**config.mk**
```make
export PLATFORM = sky130hd
export DESIGN_NAME = nor_chain_pulse_sequencer
export DESIGN_NICKNAME = d
export VERILOG_FILES = /design/src/rtl/nor_chain_pulse_sequencer.sv
export SDC_FILE = /design/constraint.sdc
export NUM_CORES = 1
export LEC_CHECK = 0
export ABC_AREA = 1
export BUFFER_PORTS_ARGS = -buffer_cell sky130_fd_sc_hd__buf_4
export CAP_MARGIN = 20
export CORE_ASPECT_RATIO = 1.75
export CORE_UTILIZATION = 45
export CTS_CLUSTER_SIZE = 16
export DETAILED_ROUTE_END_ITERATION = 12
export HOLD_SLACK_MARGIN = 0.1
export MAX_ROUTING_LAYER = met4
export PLACE_DENSITY = 0.66
export SLEW_MARGIN = 5
export SYNTH_ARGS = -nofsm -noshare
export SYNTH_HDL_FRONTEND = slang
export SYNTH_SLANG_ARGS = --single-unit
```
**constraint.sdc**
```tcl
create_clock -name clk -period 3.34 [get_ports clk]
set_input_delay 0.334 -clock clk [delete_from_list [all_inputs] [get_ports clk]]
set_output_delay 0.334 -clock clk [all_outputs]
set_load 0.005 [all_outputs]
```
**src/rtl/nor_chain_pulse_sequencer.sv**
```systemverilog
// Pulse-train stimulus controller for NOR/INV delay chains: programmable width/gap/count, settle window, done pulse.
// Define NOR_CHAIN_EDGE_COUNT_EN to build the chain_out synchroniser and edge counter behind out_edges.
module nor_chain_pulse_sequencer #(
  parameter int CNT_W      = 16,
  parameter int NP_W       = 8,
  parameter int SETTLE_CYC = 64,
  parameter int EDGE_W     = 16
) (
  input  logic              clk,
  input  logic              rst,
  input  logic              start,
  input  logic              abort,
  input  logic [CNT_W-1:0]  pulse_width,
  input  logic [CNT_W-1:0]  gap_width,
  input  logic [NP_W-1:0]   num_pulses,
  output logic              chain_in,
  input  logic              chain_out,
  output logic              busy,
  output logic              done,
  output logic [EDGE_W-1:0] out_edges
);

  localparam logic [2:0] S_IDLE   = 3'd0;
  localparam logic [2:0] S_HIGH   = 3'd1;
  localparam logic [2:0] S_LOW    = 3'd2;
  localparam logic [2:0] S_SETTLE = 3'd3;
  localparam logic [2:0] S_DONE   = 3'd4;

  localparam logic [CNT_W-1:0] SETTLE_LD = CNT_W'(SETTLE_CYC);
  localparam logic [CNT_W-1:0] CNT_ONE   = CNT_W'(1);

  logic [2:0]       r_state;
  logic [CNT_W-1:0] r_cnt;
  logic [CNT_W-1:0] r_pw;
  logic [CNT_W-1:0] r_gap;
  logic [NP_W-1:0]  r_left;
  logic             r_chain_in;

  logic [CNT_W-1:0] w_pw_eff;
  logic [CNT_W-1:0] w_gap_eff;
  logic             w_busy;
  logic             w_launch;

  assign w_pw_eff  = (pulse_width == '0) ? CNT_ONE : pulse_width;
  assign w_gap_eff = (gap_width == '0) ? CNT_ONE : gap_width;
  assign w_busy    = (r_state == S_HIGH) || (r_state == S_LOW) || (r_state == S_SETTLE);
  assign w_launch  = (r_state == S_IDLE) && start;

  // Phase counters load the full phase length on entry and leave the phase when they reach 1.
  // NOTE: non-blocking assignments keep every flop sampling pre-edge values regardless of statement order.
  always_ff @(posedge clk or posedge rst) begin
    if (rst) begin
      r_state    <= S_IDLE;
      r_cnt      <= '0;
      r_pw       <= '0;
      r_gap      <= '0;
      r_left     <= '0;
      r_chain_in <= 1'b0;
    end else if (abort && w_busy) begin
      r_state    <= S_IDLE;
      r_cnt      <= '0;
      r_left     <= '0;
      r_chain_in <= 1'b0;
    end else begin
      case (r_state)
        S_IDLE: begin
          if (start) begin
            r_pw  <= w_pw_eff;
            r_gap <= w_gap_eff;
            if (num_pulses != '0) begin
              r_state    <= S_HIGH;
              r_cnt      <= w_pw_eff;
              r_left     <= num_pulses;
              r_chain_in <= 1'b1;
            end else begin
              r_state <= S_SETTLE;
              r_cnt   <= SETTLE_LD;
              r_left  <= '0;
            end
          end
        end
        S_HIGH: begin
          if (r_cnt == CNT_ONE) begin
            r_left     <= r_left - 1'b1;
            r_chain_in <= 1'b0;
            if (r_left > NP_W'(1)) begin
              r_state <= S_LOW;
              r_cnt   <= r_gap;
            end else begin
              r_state <= S_SETTLE;
              r_cnt   <= SETTLE_LD;
            end
          end else begin
            r_cnt <= r_cnt - 1'b1;
          end
        end
        S_LOW: begin
          if (r_cnt == CNT_ONE) begin
            r_state    <= S_HIGH;
            r_cnt      <= r_pw;
            r_chain_in <= 1'b1;
          end else begin
            r_cnt <= r_cnt - 1'b1;
          end
        end
        S_SETTLE: begin
          if (r_cnt == CNT_ONE) begin
            r_state <= S_DONE;
            r_cnt   <= '0;
          end else begin
            r_cnt <= r_cnt - 1'b1;
          end
        end
        S_DONE: begin
          r_state <= S_IDLE;
        end
        default: begin
          r_state    <= S_IDLE;
          r_cnt      <= '0;
          r_chain_in <= 1'b0;
        end
      endcase
    end
  end

  assign chain_in = r_chain_in;
  assign busy     = w_busy;
  assign done     = (r_state == S_DONE);

`ifdef NOR_CHAIN_EDGE_COUNT_EN
  localparam logic [EDGE_W-1:0] EDGE_MAX = '1;

  logic              r_sync1;
  logic              r_sync2;
  logic              r_sync3;
  logic [EDGE_W-1:0] r_edges;
  logic              w_edge;

  assign w_edge = r_sync2 ^ r_sync3;

  // chain_out is asynchronous to clk; two flops resolve metastability before the edge detector.
  always_ff @(posedge clk or posedge rst) begin
    if (rst) begin
      r_sync1 <= 1'b0;
      r_sync2 <= 1'b0;
      r_sync3 <= 1'b0;
      r_edges <= '0;
    end else begin
      r_sync1 <= chain_out;
      r_sync2 <= r_sync1;
      r_sync3 <= r_sync2;
      if (w_launch) begin
        r_edges <= '0;
      end else if (w_busy && w_edge && (r_edges != EDGE_MAX)) begin
        r_edges <= r_edges + 1'b1;
      end
    end
  end

  assign out_edges = r_edges;
`else
  logic w_unused;

  assign w_unused  = chain_out ^ w_launch;
  assign out_edges = '0;
`endif

endmodule

```
### Word-level counts from Yosys, hierarchy flattened

Index checks and enable logic that the tools add are counted.

* $add $sub $neg: 2
* magnitude comparators: 1
* eq/ne operators: 12
* multiplexer cells: 29
* bitwise gates (word level): 1
* reductions and logical operators: 14

Operators by type and width (number)
* $mux 16: 9
* $pmux 16 s5: 1
* $logic_not 16->1: 2
* $mux 8: 4
* $eq 16x1->1 const B: 1
* $pmux 8 s2: 1
* $sub 16x1->16 const B: 1
* $mux 3: 5
* $ne 3x1->1 const B: 4
* $pmux 3 s4: 1
* $gt 8x1->1 const B: 1
* $reduce_bool 8->1: 1
* $sub 8x1->8 const B: 1
* $eq 3x2->1 const B: 2
* $mux 1: 6
* $reduce_and 3->1: 2
* $reduce_and 5->1: 1
* $ne 2x1->1 const B: 2
* $pmux 1 s4: 1
* $reduce_and 4->1: 1
* $eq 3x1->1 const B: 1
* $eq 3x3->1 const B: 1
* $logic_not 3->1: 1
* $ne 3x2->1 const B: 1
* 7 further kinds: 8

* bits in registers: 60
* bits of input ports: 45
* output and inout port bits: 19
* logic and storage cells: 65

### Depth between registers and ports, before layout

* depth after elaboration: 6
* gate-level depth with buffers: 12
* depth with buffers taken out: 12

### Least setup slack after synthesis

OpenSTA, ideal clock, no wires.

* kind: register to register
* start point: register r_left[0]
* end point: register r_cnt[8]
* setup time: 116 ps
* arrival time: 1461 ps
* required time: 3224 ps
* path slack: 1762 ps
* stages on the path, launching flop included: 13
* path buffers: 1
* clock period less this slack: 1578 ps
* path through: dfrtp_1 > inv_1 > ha_1 > nor2_1 > nor2_1 > nand2_1 > buf_2 > nand3_1 > nand3_1 > nand3_1 > nand2_1 > nand2_1 > nand2_1

* word-level cells in the longest chain between the ends: 5

RTL lines
* start: declaration: line 36 `logic [NP_W-1:0] r_left;`
* start signal: assignment: line 73 `r_left <= num_pulses;`
* start signal: assignment: line 84 `r_left <= r_left - 1'b1;`
* $gt 8x1->1: line 86 `if (r_left > NP_W'(1)) begin`
* $mux 16: line 86
* $mux 16: line 83 `if (r_cnt == CNT_ONE) begin`
* $pmux 16 s5: line 65 `case (r_state)`
* $mux 16: line 59 `end else if (abort && w_busy) begin`
* end signal: assignment: line 72 `r_cnt <= w_pw_eff;`
* end signal: assignment: line 88 `r_cnt <= r_gap;`
* end signal: assignment: line 94 `r_cnt <= r_cnt - 1'b1;`
* end: declaration: line 33 `logic [CNT_W-1:0] r_cnt;`

No other way between the ends.
A chain may end at the register's enable or synchronous reset.

### Worst setup path after layout

* start point: register r_left[0]
* end point: register r_state[0]

* word-level cells in the longest chain between the ends: 5

RTL lines
* $gt 8x1->1: line 86
* $mux 1: line 86
* $mux 3: line 83
* $pmux 3 s4: line 65
* $mux 3: line 59
* end signal: assignment: line 60 `r_state <= S_IDLE;`
* end signal: assignment: line 87 `r_state <= S_LOW;`
* end signal: assignment: line 90 `r_state <= S_SETTLE;`
* end: declaration: line 32 `logic [2:0] r_state;`

No other way between the ends. The select of a mux whose other input is x is not followed.

==> run_results.csv <==
group,metric,value,unit
yosys,ys_warn_count,0,
yosys,synth_cell_type_count,36,
placement,post_dp_cell_area,4300,µm²
die,io_pins,64,
detailed_routing,drc,0,
yosys,avgSynthCellArea,6.86,µm²
critical_path,worst_ep_required_time,3.58,ns
die,die_y,126,µm
sta,timing.hold.ws,0.116,ns
placement,hpwl,7610,µm
cts,cts_buffer_depth,2,
cts,post_cts_buffers,0,
placement,dp_cells,727,
cts,tritoncts,"yes",
cts,htreeDepth,3,
yosys,synth_edf_count,0,
yosys,synth_xor_area_share,1.76,%
critical_path,reg2reg_from,"r_left[0]",
yosys,ys_async_sr_fraction,100,%
placement,gp_congestion,0.872,
cts,cts_inserted_buffers,9,
global_routing,track_usage,24.7,%
sta,period_share,61.9,%
critical_path,r2r_setup_slack,1.27,ns
detailed_routing,drt_wl_total,10100,µm
global_routing,antenna_found_initial,0,
critical_path,worstReg2RegEnd,"r_state[0]",
die,coreArea,8610,µm²
sta,rsz0062_at_grt,"no",
placement,dp_slack,1.32,ns
sta,period_minus_slack,2.07,ns
layout,final_common_cell,"nand2_1",
cts,cts_hold_buf,0,
yosys,synth-seq-area-share,37.7,%
critical_path,cp-end-kind,"register",
pwr,p_sw,1.97,mW
critical_path,worst-setup-path-type,"register to register",
critical_path,path_depth,8,
yosys,ys.flop_type,"dfrtp_1",
cts,clockRootBuffer,"clkbuf_16",
detailed_routing,dr_total_vias,3697,
critical_path,slowest_delay,0.40,ns
critical_path,path_delay_family,"compound AO/OA/AOI/OAI gates",
run,cap_violations,0,
critical_path,path_buf_inv,1,
layout,post-route-util,53.6,%
placement,portBuffers,46,
layout,fin_area,4620,µm²
sta,finClkSkew,0.00585,ns
yosys,synth_cells,580,
yosys,synth-seq-cells,60,
detailed_routing,postRouteAntennaNets,0,
global_routing,overflow,0,
sta,clock.fmax,484,MHz
pwr,leakage,2.48,nW
critical_path,startpoint_type,"register",
cts,clkSlewWorstSetupHoldPaths,0.06,ns
pwr,p_int,2.43,mW
layout,syn_to_final_growth,16.2,%
critical_path,critPathSlowestCell,"dfrtp_1",
die,rows,45,
layout,fillers,897,
detailed_routing,vias_per_cell,4.98,
pwr,power_frac_clock,22.8,%
sta,hold_violations,0,
critical_path,crit_chain,"inv_1, ha_1, nor2_1, nor2_1, nand2_1, o21ai_0, o21ai_0, o21ai_0",
layout,layout-drive-gt1-share,15.2,%
layout,instances_no_fill,743,
yosys,synth_top_family_by_area,"simple AND/OR/NAND/NOR gates",
cts,cts_resized,0,
yosys,synth_top_area_share,37.7,%
global_routing,grt_pass1_wl,16800,µm
global_routing,grt_pass1_vias,3634,
yosys,synthSimpleGateAreaFrac,39.2,%
layout,nNetsFinal,670,
global_routing,grt_max_degree,47,
worst_hold_path,holdCritPathClass,"primary input to asynchronous set/reset pin",
die,initial_core_util,46.2,%
pwr,ir_drop,0.433,mV
yosys,synth_compound_area_share,7.83,%
pwr,p_sw_share,44.8,%
pwr,combPwrFrac,47.1,%
yosys,synth.area.mux_share,0,%
detailed_routing,first_pass_iters,6,
run_status,outcome,"finished, final reports clean",
layout,antenna_cells,0,
critical_path,crit_path_max_fanout,17,
sta,tightest_slew,0.762,ns
cts,cts_sinks,60,
sta,drv_slew,0,
yosys,synthTopCellsByArea,"dfrtp_1 38%, nand2_1 22%, nand3_1 6.4%",
detailed_routing,wl_per_cell,13.6,µm
die,dieArea,9230,µm²
sta,final.setup.tns,0,ns
cts,clkLatencyLatePin,0.34,ns
pwr,power_frac_seq,30.1,%
yosys,synth-adder-area-share,1.26,%
detailed_routing,drt-initial-drc-count,254,
layout,final_cell_mix,"228 x nand2_1, 60 x dfrtp_1, 56 x inv_1",
sta,max_slew_margin,49.0,%
sta,setup_ws,1.27,ns
sta,finalSetupViolCount,0,
critical_path,crit_top_cell,"o21ai_0",
critical_path,ff2ff_path_depth,8,
pwr,p_per_area,954,nW/µm²
pwr,power,4.41,mW
yosys,synth_area,3980,µm²
critical_path,arrival,2.31,ns
die,die_x,73.1,µm
yosys,yosysTopAreaCell,"dfrtp_1",
-- power by group through the flow --
stage / logic (mW) / clock network, mW / registers [mW]
6_report: 2.08 / 1.00 / 1.33
5_1_grt: 2.37 / 1.05 / 1.37
4_1_cts: 2.08 / 1.01 / 1.32
3_5_place_dp: 2.06 / 0 / 1.33
3_3_place_gp: 2.02 / 0 / 1.32
2_1_floorplan: 1.70 / 0 / 1.25
-- how the worst max path moves through the flow --
stage,endpoint,start,slack [ns]
finish,r_state[0],r_left[0],1.27
global route,r_state[0],r_left[0],1.09
global placement,r_cnt[9],r_cnt[1],1.39
floorplan,chain_in,rst,1.52
CTS,r_state[0],r_left[0],1.26
detailed placement,r_state[0],r_left[0],1.32
-- synth_stat cells (6+ instances only) --
master   number
nand2_1     228
dfrtp_1      60
inv_1        57
nand3_1      51
nor2_1       35
o21ai_0      32
buf_4        19
o21ai_1      10
inv_2         8
nor2_2        8
buf_2         7
xor2_1        7
a21oi_1       6
nand4_1       6
-- worst reg2reg max path, cell delays in order, from the launching register on --
cell and delay (ns):
dfrtp_1 0.40, inv_1 0.14, ha_1 0.23, nor2_1 0.06, nor2_1 0.10, nand2_1 0.39
o21ai_0 0.34, o21ai_0 0.10, o21ai_0 0.23
-- cell type report --
class,instances,area [µm²],share of cell area (%)
flip-flops and latches,60,1500,32.5
well taps,117,146,3.17
inverters,66,250,5.42
multi-input cells,437,2050,44.4
clock inverters,5,75.1,1.62
clock buffers,11,243,5.25
repair buffers,47,353,7.64
-- metal layers --
metal | up-vias | routed length (µm) | share of wire [%] | global-route usage, %
met4 | 0 | 320 | 3.2 | 12.6
met2 | 112 | 5550 | 55 | 43.9
met3 | 24 | 355 | 3.5 | 3.10
li1 | 1876 | - | - | -
met1 | 1685 | 3900 | 39 | 25.8
met5 | - | 0 | 0 | -
-- flip-flops by register name, indices dropped and copies added (netlist names) --
name,cells
chain_in,1
r_cnt,16
r_gap,16
r_left,8
r_pw,16
r_state,3
-- cell families after synthesis --
| group | after synthesis |
|---|---|
| xor gates and xnor gates | 8 |
| adders and majority gates | 4 |
| and+or+nand+nor | 352 |
| other | 1 |
| buffers and inverters | 98 |
| DFF | 60 |
| AOI/OAI and AO/OA | 57 |
Power figures use the tool's default switching activity.
